===== config.mk =====
export PLATFORM = sky130hd
export DESIGN_NAME = rf_access_ctrl
export DESIGN_NICKNAME = d
export VERILOG_FILES = /design/src/rtl/rf_pkg.sv /design/src/rtl/rf_port_mux.sv /design/src/rtl/rf_access_ctrl.sv
export SDC_FILE = /design/constraint.sdc
export NUM_CORES = 1
export LEC_CHECK = 0
export CORE_MARGIN = 4
export CORE_UTILIZATION = 37
export CTS_CLUSTER_DIAMETER = 50
export DETAILED_ROUTE_END_ITERATION = 7
export PLACE_DENSITY = 0.83
export SYNTH_ARGS = -nofsm -noshare
export SYNTH_HDL_FRONTEND = slang
export SYNTH_SLANG_ARGS = --single-unit

===== constraint.sdc =====
create_clock -name clk -period 6.6 [get_ports clk]
set_input_delay 1.98 -clock clk [delete_from_list [all_inputs] [get_ports clk]]
set_output_delay 1.98 -clock clk [all_outputs]
set_load 0.01 [all_outputs]

===== src/rtl/rf_pkg.sv =====
// ---------------------------------------------------------------------------
// rf_pkg
// Shared definitions for the register-file access controller slice:
//   ADDR_W  - register address width (32 registers)
//   DATA_W  - register data width
//   state_t - host-access FSM states (IDLE, WAIT, ACK)
// ---------------------------------------------------------------------------
package rf_pkg;

    localparam int ADDR_W = 5;
    localparam int DATA_W = 32;

    typedef enum logic [1:0] {
        IDLE = 2'd0,
        WAIT = 2'd1,
        ACK  = 2'd2
    } state_t;

endpackage


===== src/rtl/rf_port_mux.sv =====
// ---------------------------------------------------------------------------
// rf_port_mux
// Combinational source selection for the register-file write port and read
// port 2. A granted host write owns the write port; a granted host read owns
// the read-port-2 address. Otherwise the core drives both ports.
//
// Ports:
//   grantWr, grantRd              - host grants for this cycle
//   coreWrEn                      - core write enable (already stall-gated)
//   coreWrAddr, coreWrData        - core writeback fields
//   coreRd2Addr                   - core read-port-2 address
//   hostAddr, hostWdata           - host request fields
//   rfRegWrite, rfWriteAddr,
//   rfWriteData, rfRegAddr2       - register-file port inputs
// ---------------------------------------------------------------------------
module rf_port_mux #(
    parameter int ADDR_W = 5,
    parameter int DATA_W = 32
) (
    input  logic              grantWr,
    input  logic              grantRd,
    input  logic              coreWrEn,
    input  logic [ADDR_W-1:0] coreWrAddr,
    input  logic [DATA_W-1:0] coreWrData,
    input  logic [ADDR_W-1:0] coreRd2Addr,
    input  logic [ADDR_W-1:0] hostAddr,
    input  logic [DATA_W-1:0] hostWdata,
    output logic              rfRegWrite,
    output logic [ADDR_W-1:0] rfWriteAddr,
    output logic [DATA_W-1:0] rfWriteData,
    output logic [ADDR_W-1:0] rfRegAddr2
);

    // Write port: the host replaces the core only on a write grant.
    always_comb begin
        rfRegWrite  = coreWrEn;
        rfWriteAddr = coreWrAddr;
        rfWriteData = coreWrData;
        if (grantWr) begin
            rfRegWrite  = 1'b1;
            rfWriteAddr = hostAddr;
            rfWriteData = hostWdata;
        end
    end

    // Read port 2: the host address is steered in only on a read grant.
    always_comb begin
        rfRegAddr2 = coreRd2Addr;
        if (grantRd) begin
            rfRegAddr2 = hostAddr;
        end
    end

endmodule


===== src/rtl/rf_access_ctrl.sv =====
// ---------------------------------------------------------------------------
// rf_access_ctrl
// Shares the register file's write port and read port 2 between the core
// (priority) and a host/debug requester using a req/ack handshake. After
// STARVE_MAX waiting cycles the host is granted anyway and the core is
// stalled for that single cycle.
//
// Ports:
//   clk, rst                         - clock, async active-high reset
//   core_wr_en/addr/data             - core writeback request
//   core_rd2_en/addr                 - core read-port-2 request
//   core_stall                       - core must hold this cycle (comb)
//   host_req/we/addr/wdata           - host request, held until host_ack
//   host_ack, host_rdata             - registered completion and read data
//   rf_regWrite/writeAddr/writeData  - register-file write port
//   rf_regAddr2, rf_regData2         - register-file read port 2
// ---------------------------------------------------------------------------
module rf_access_ctrl #(
    parameter int ADDR_W     = rf_pkg::ADDR_W,
    parameter int DATA_W     = rf_pkg::DATA_W,
    parameter int STARVE_MAX = 4
) (
    input  logic              clk,
    input  logic              rst,
    input  logic              core_wr_en,
    input  logic [ADDR_W-1:0] core_wr_addr,
    input  logic [DATA_W-1:0] core_wr_data,
    input  logic              core_rd2_en,
    input  logic [ADDR_W-1:0] core_rd2_addr,
    output logic              core_stall,
    input  logic              host_req,
    input  logic              host_we,
    input  logic [ADDR_W-1:0] host_addr,
    input  logic [DATA_W-1:0] host_wdata,
    output logic              host_ack,
    output logic [DATA_W-1:0] host_rdata,
    output logic              rf_regWrite,
    output logic [ADDR_W-1:0] rf_writeAddr,
    output logic [DATA_W-1:0] rf_writeData,
    output logic [ADDR_W-1:0] rf_regAddr2,
    input  logic [DATA_W-1:0] rf_regData2
);

    import rf_pkg::*;

    localparam logic [3:0] STARVE_LIM = 4'(STARVE_MAX);

    state_t            state;
    state_t            nextState;
    logic [3:0]        wcnt;
    logic [3:0]        nextWcnt;
    logic              atLimit;
    logic              grantWr;
    logic              grantRd;
    logic              coreWrGated;
    logic              fwdHit;
    logic              hostAckReg;
    logic [DATA_W-1:0] hostRdataReg;

    assign atLimit = (wcnt == STARVE_LIM);

    // A host read that collides with a same-cycle core write to the same
    // register must see the new value, not the array contents.
    assign fwdHit = core_wr_en && (core_wr_addr == host_addr);

    // While stalled the core retries everything next cycle, so its write
    // must not also land now or it would be applied twice.
    assign coreWrGated = core_wr_en && !core_stall;

    // State and wait-counter registers.
    always_ff @(posedge clk or posedge rst) begin
        if (rst) begin
            state <= IDLE;
            wcnt  <= 4'd0;
        end else begin
            state <= nextState;
            wcnt  <= nextWcnt;
        end
    end

    // Next-state, grant and stall decisions. The core wins the contested
    // port until the wait counter reaches the starvation limit; at that
    // point the host is granted and the core stalls if it wanted the port.
    always_comb begin
        nextState  = state;
        nextWcnt   = wcnt;
        grantWr    = 1'b0;
        grantRd    = 1'b0;
        core_stall = 1'b0;
        case (state)
            IDLE: begin
                if (host_req) begin
                    nextState = WAIT;
                    nextWcnt  = 4'd0;
                end
            end
            WAIT: begin
                if (host_we) begin
                    grantWr    = !core_wr_en || atLimit;
                    core_stall = core_wr_en && atLimit;
                end else begin
                    grantRd    = !core_rd2_en || atLimit;
                    core_stall = core_rd2_en && atLimit;
                end
                if (grantWr || grantRd) begin
                    nextState = ACK;
                    nextWcnt  = 4'd0;
                end else if (!atLimit) begin
                    nextWcnt = wcnt + 4'd1;
                end
            end
            ACK: begin
                nextState = IDLE;
            end
            default: begin
                nextState = IDLE;
                nextWcnt  = 4'd0;
            end
        endcase
    end

    // Completion pulse and read-data capture, both taken on the grant edge
    // so they appear together in the ACK cycle.
    always_ff @(posedge clk or posedge rst) begin
        if (rst) begin
            hostAckReg   <= 1'b0;
            hostRdataReg <= '0;
        end else begin
            hostAckReg <= grantWr || grantRd;
            if (grantRd) begin
                hostRdataReg <= fwdHit ? core_wr_data : rf_regData2;
            end
        end
    end

    assign host_ack   = hostAckReg;
    assign host_rdata = hostRdataReg;

    rf_port_mux #(
        .ADDR_W (ADDR_W),
        .DATA_W (DATA_W)
    ) portMux (
        .grantWr     (grantWr),
        .grantRd     (grantRd),
        .coreWrEn    (coreWrGated),
        .coreWrAddr  (core_wr_addr),
        .coreWrData  (core_wr_data),
        .coreRd2Addr (core_rd2_addr),
        .hostAddr    (host_addr),
        .hostWdata   (host_wdata),
        .rfRegWrite  (rf_regWrite),
        .rfWriteAddr (rf_writeAddr),
        .rfWriteData (rf_writeData),
        .rfRegAddr2  (rf_regAddr2)
    );

endmodule


==> flow_summary.ini, run 1 <==
[run_status]
outcome = finished, final reports clean

[placed_design]
place.gp.congestion = 0.798
hpwl_mm = 7.67
buffer_ports.inserted = 193

[sta]
total_negative_setup_slack_ps = 0
finalCritPeriodShare_pct = 91.2
timing.final.crit_period_ps = 6020
maxClockFrequency_ghz = 0.166
unrepaired_setup_endpoints_after_global_routing = false
final-hold-violation-count = 0
setup_viol_count_final = 0
timing.max_slew.rel_slack_pct = 27.3
finalMaxSlewViolations = 0
fin_worst_hold_slack_ps = 500
finClkSkew_ps = 7.97
slew_at_the_pin_closest_to_its_max_slew_limit_ps = 1090

[floorplan]
floorplan.rows = 30
fp.dieW_um = 92.2
start_util_pct = 38.4
die_area_mm2 = 0.00851
core-area_mm2 = 0.00683
die_height_um = 92.2
num_io_pins = 194

[logic_synthesis]
post_synth_and_or_nand_nor_area_fraction_pct = 13.1
post_synth_num_cell_types = 31
syn-instance-count = 290
synth.top_cell.area_share_pct = 37.2
largest_family_of_logic_cells_by_synthesized_area = compound AO/OA/AOI/OAI gates
synth-seq-cells = 39
synth_area_mm2 = 0.00263
post_synth_fa_ha_maj_area_fraction_pct = 0.953
seq_area_frac_synth_pct = 37.2
netlist.top_cell.by_area = sky130_fd_sc_hd__dfrtp_1
avg_synthesized_cell_area_um2 = 9.05
post_synth_mux_area_share_pct = 16.3
synth_fp_nets = 409
synth_compound_area_share_pct = 24.5
yosys_warnings = 0
netlist_top_cells_area = sky130_fd_sc_hd__dfrtp_1, sky130_fd_sc_hd__mux2_2, sky130_fd_sc_hd__o211ai_1, sky130_fd_sc_hd__nand2_1, sky130_fd_sc_hd__a41oi_1
yosys.area_share.xor_xnor_pct = 1.67

[critical_path]
worstPathRequired_ps = 4620
setup.worst_path.class = in -> out
crit_path_max_fanout = 21
start_kind = primary input
timing.critical_path.arrival_ps = 4040
setup.worst_path.end_class = output pin

[detailed_routing]
first_pass_iters = 4
remaining_drc_errors = 0
vias_per_cell = 5.28
dr.first_iter.drc_count = 74
totalWireLength_mm = 9.98
route.vias.total = 2991
drt_wl_cell_um = 17.6
ant_nets = 0

[grt]
groute.usage.overall_pct = 23.1
initial_antenna_violation_count = 0
first_global_vias = 3180
grt_overflow_total = 0
grt_max_degree = 51
global_route_wire_length_before_repair_mm = 15.7

[clock_tree]
total_setup_buffers_inserted_after_cts = 0
cts_inserted_buffers = 5
cts_num_sinks = 39
postCtsHoldBufs = 0
ctsHtreeMaxLevel = 2
post_cts_resized = 0
cts.clk_slew.worst_paths_ps = 70
worstSkewPairLatency_ps = 280
clock_path_buffers = 2
clock_tree_from_tritoncts = done
cts.root.buffer_cell = sky130_fd_sc_hd__clkbuf_8

[finish]
nNetsFinal = 591
layout_commonest_cell = sky130_fd_sc_hd__clkdlybuf4s50_1
layout.cells.most_common_list = sky130_fd_sc_hd__clkdlybuf4s50_1, sky130_fd_sc_hd__nand2_1, sky130_fd_sc_hd__dfrtp_1
areaGrowthSynthToFinish_pct = 78.7
fraction_of_layout_instances_using_a_drive_strength_above_1_pct = 10.6
diodes = 0

[pwr]
power.ir.vdd_worst_mv = 0.115
p_per_area_mw_per_mm2 = 259
power.static_leakage_nw = 1.79
finalPower_mw = 1.21

[min_path]
holdCritPathClass = reg -> reg

[run]
drv_cap = 0
[worst paths after layout]
| kind | startpoint | endpoint | slack (ps) | depth (start not counted) |
|---|---|---|---|---|
| setup / recovery | host_we | rf_writeAddr[2] | 580 | 6 |
| hold / removal | host_rdata[28] | host_rdata[28] | 500 | 2 |
| setup reg to reg | wcnt[0] | host_rdata[12] | 4560 | 7 |
| hold reg to reg | host_rdata[28] | host_rdata[28] | 500 | 2 |
| max in group asynchronous | rst | host_rdata[8] | 4120 | 3 |
| min in group asynchronous | rst | host_rdata[30] | 2130 | 3 |
[critical path, cell delays in order]
cell	delay, ps
sky130_fd_sc_hd__clkdlybuf4s50_1	590
sky130_fd_sc_hd__nand2_1	150
sky130_fd_sc_hd__a21oi_4	140
sky130_fd_sc_hd__buf_4	300
sky130_fd_sc_hd__mux2_1	370
sky130_fd_sc_hd__clkdlybuf4s50_1	490
[cells in the mapped netlist, drive strengths merged]
cell    count
nand4       1
dfrtp      39
a21o        1
ha          2
a211oi      1
nor3b       1
nand3       3
inv         5
clkbuf      9
o211ai     26
mux2       38
buf        17
nand3b      1
and4        1
and2b       1
nand2b      2
nor2       21
nor2b       1
nand2      47
a211o       2
a21oi      22
o21bai      1
o21ai      23
xnor2       5
nor3        1
a41oi      19
[layer usage]
metal | up-vias | wire length [um] | track usage (%)
met5 | - | 0 | 0
li1 | 1422 | - | -
met3 | 10 | 800 | 7.55
met4 | 0 | 114 | 4.70
met1 | 1431 | 3910 | 26.9
met2 | 128 | 5150 | 41.2
[cell families after synthesis]
family,count (synthesis)
XOR/XNOR,5
AO/OA/AOI/OAI,95
adder cells (fa/ha/maj),2
multiplexers,38
flip-flops,39
AND/OR/NAND/NOR,80
buffers and inverters,31
[cell type report]
class | instances | area, um^2
Sequential cell | 39 | 976
Clock buffer | 6 | 72.6
Fill cell | 578 | 2140
Inverter | 5 | 18.8
Multi-Input combinational cell | 220 | 1500
Timing Repair Buffer | 201 | 2000
Tap cell | 96 | 120
[where the power goes]
group          leakage [nW]  internal, mW  switching [mW]
registers             0.465         0.342          0.0616
logic                  1.29         0.380           0.286
clock network        0.0371        0.0704          0.0746
[metrics by stage]
stage	setup slack (ps)	utilization, %	cells	area (um^2)
detailed placement	608	67.6	561	4620
global placement	664	67.6	561	4620
floorplan	1640	-	290	2630
CTS	593	68.7	567	4690
global route	505	68.7	567	4690
finish	584	68.7	567	4690
[registers in the layout (all words and copies together) (netlist names)]
| signal | flops |
|---|---|
| host_rdata | 32 |
| host_ack | 1 |
| state | 2 |
| wcnt | 4 |
Note: power is estimated with default switching activity, not from simulation.
==> run 2: changes to the inputs <==
- CORE_UTILIZATION: 37 -> 35
- PLACE_DENSITY: 0.83 -> 0.79
- clock period: 6.6 -> 6.9 ns (I/O delays scaled with it)
==> run 2 against run 1 <==
  * Total power decreased by 3.7%
  * Combinational power is 4.4% lower
  * Routed wire length up 2.9%
  * First-iteration DRC count rose by 9.5%
  * Non-clock buffer count is 3 higher
  * Hold slack gained 3.5 ps
  * Final area grew 0.53%
  * Via count increased by 1.8%
  * Largest cell class unchanged
==> flow_summary.ini, run 2 (same netlist as run 1, synthesis figures left out) <==
[run_status]
outcome = finished, final reports clean

[sta]
setup_ws_ps = 720
slew_at_the_pin_closest_to_its_max_slew_limit_ps = 1160
timing.final.crit_period_ps = 6180
unrepaired_setup_endpoints_after_global_routing = false
maxClockFrequency_ghz = 0.162
fin_worst_hold_slack_ps = 503
finalCritPeriodShare_pct = 89.6
timing.max_slew.rel_slack_pct = 22.3
finClkSkew_ps = 8.91
total_negative_setup_slack_ps = 0
setup_viol_count_final = 0
finalMaxSlewViolations = 0
final-hold-violation-count = 0

[floorplan]
die_area_mm2 = 0.00895
core-area_mm2 = 0.00725
die_height_um = 94.6
floorplan.rows = 31
start_util_pct = 36.2
num_io_pins = 194
fp.dieW_um = 94.6

[clock_tree]
post_cts_resized = 0
cts.root.buffer_cell = sky130_fd_sc_hd__clkbuf_8
cts_num_sinks = 39
postCtsHoldBufs = 0
cts_inserted_buffers = 5
total_setup_buffers_inserted_after_cts = 0
clock_path_buffers = 2
worstSkewPairLatency_ps = 290
clock_tree_from_tritoncts = done
ctsHtreeMaxLevel = 2
cts.clk_slew.worst_paths_ps = 80

[placed_design]
dpl-instance-area_mm2 = 0.00463
dp_worst_setup_slack_ps = 743
buffer_ports.inserted = 193
place.gp.congestion = 0.807
hpwl_mm = 7.81

[pwr]
p_per_area_mw_per_mm2 = 248
power.static_leakage_nw = 1.81
power.ir.vdd_worst_mv = 0.0871

[critical_path]
crit_path_max_fanout = 20
setup.worst_path.end_class = output pin
worstPathRequired_ps = 4830
crit_path_max_incr_delay_ps = 590
critical-path-top-cell-by-count = sky130_fd_sc_hd__clkdlybuf4s50_1
cp_num_buf_inv = 3
setup.worst_path.class = in -> out
start_kind = primary input
worst_path_dominant_cell_family = buffers and inverters
timing.critical_path.arrival_ps = 4110
cp_cell_sequence = clkdlybuf4s50_1, nand2_1, a21oi_4, buf_4, mux2_2, clkdlybuf4s50_1
cpMaxStageDelayCell = sky130_fd_sc_hd__clkdlybuf4s50_1

[grt]
global_route_wire_length_before_repair_mm = 15.8
grt_max_degree = 40
grt_overflow_total = 0
first_global_vias = 3133
initial_antenna_violation_count = 0
groute.usage.overall_pct = 22.6

[finish]
nNetsFinal = 594
layout.cells.most_common_list = sky130_fd_sc_hd__clkdlybuf4s50_1, sky130_fd_sc_hd__nand2_1, sky130_fd_sc_hd__dfrtp_1
areaGrowthSynthToFinish_pct = 79.6
layout_commonest_cell = sky130_fd_sc_hd__clkdlybuf4s50_1
final_cell_area_mm2 = 0.00472
diodes = 0
num-fill-cells = 622
largest_reg_flops = 32
fraction_of_layout_instances_using_a_drive_strength_above_1_pct = 11.8

[detailed_routing]
vias_per_cell = 5.29
remaining_drc_errors = 0
route.vias.total = 3044
first_pass_iters = 4
dr.first_iter.drc_count = 81
drt_wl_cell_um = 17.9
ant_nets = 0
totalWireLength_mm = 10.3

[run]
drv_cap = 0

[min_path]
holdCritPathClass = reg -> reg
[run 2: cell count changes in the layout (fill, tap and decap cells not counted)]
cell,delta
sky130_fd_sc_hd__clkinv_2,+3
sky130_fd_sc_hd__buf_12,-1
sky130_fd_sc_hd__clkbuf_1,-1
sky130_fd_sc_hd__buf_4,+4
[run 2: path summary, 6_finish.rpt]
| check | startpoint | end | slack (ps) | cells after the start |
|---|---|---|---|---|
| max in group asynchronous | rst | host_rdata[4] | 4350 | 3 |
| setup / recovery | host_we | rf_writeData[31] | 720 | 6 |
| hold reg to reg | host_rdata[25] | host_rdata[25] | 500 | 2 |
| hold / removal | host_rdata[25] | host_rdata[25] | 500 | 2 |
| min in group asynchronous | rst | host_rdata[24] | 2200 | 3 |
| setup reg to reg | wcnt[0] | host_rdata[24] | 4690 | 7 |
[run 2: where the power goes]
group | internal [mW] | leakage, nW | switching, mW | total (mW)
logic | 0.364 | 1.30 | 0.272 | 0.636
registers | 0.327 | 0.465 | 0.0553 | 0.382
clock network | 0.0693 | 0.0477 | 0.0823 | 0.152
[run 2: worst register-to-register path, cell delays in order, from the launching register on]
cell                       delay, ps
sky130_fd_sc_hd__dfrtp_1         430
sky130_fd_sc_hd__inv_1            70
sky130_fd_sc_hd__ha_1            190
sky130_fd_sc_hd__nand3b_4        150
sky130_fd_sc_hd__a211oi_4        580
sky130_fd_sc_hd__buf_4           390
sky130_fd_sc_hd__o211ai_1        150
sky130_fd_sc_hd__o211ai_1        150
[run 2: area by class of cell]
class                      instances  area (um^2)  area share (%)
clock buffer                       5         68.8            1.46
clock inverter                     3         15.0           0.318
multi-input combinational        220         1500            31.8
sequential                        39          976            20.7
timing repair buffer             204         2010            42.7
inverter                           5         18.8           0.398
tap                               99          124            2.63
[run 2: per-layer routing]
metal	global-route usage (%)	up-vias	part of all wire (%)
met1	26.9	1451	39
met5	0	-	0
met2	39.4	144	51
li1	-	1439	-
met4	6.49	0	1.2
met3	6.77	10	9.1
[run 2: per-stage QoR]
stage	total power, mW	instances	util (%)
after detailed placement	1.03	567	63.9
final	1.17	575	65.0
after floorplan	0.655	290	-
after global placement	1.01	567	63.9
after global routing	1.25	575	65.0
after CTS	1.18	575	65.0
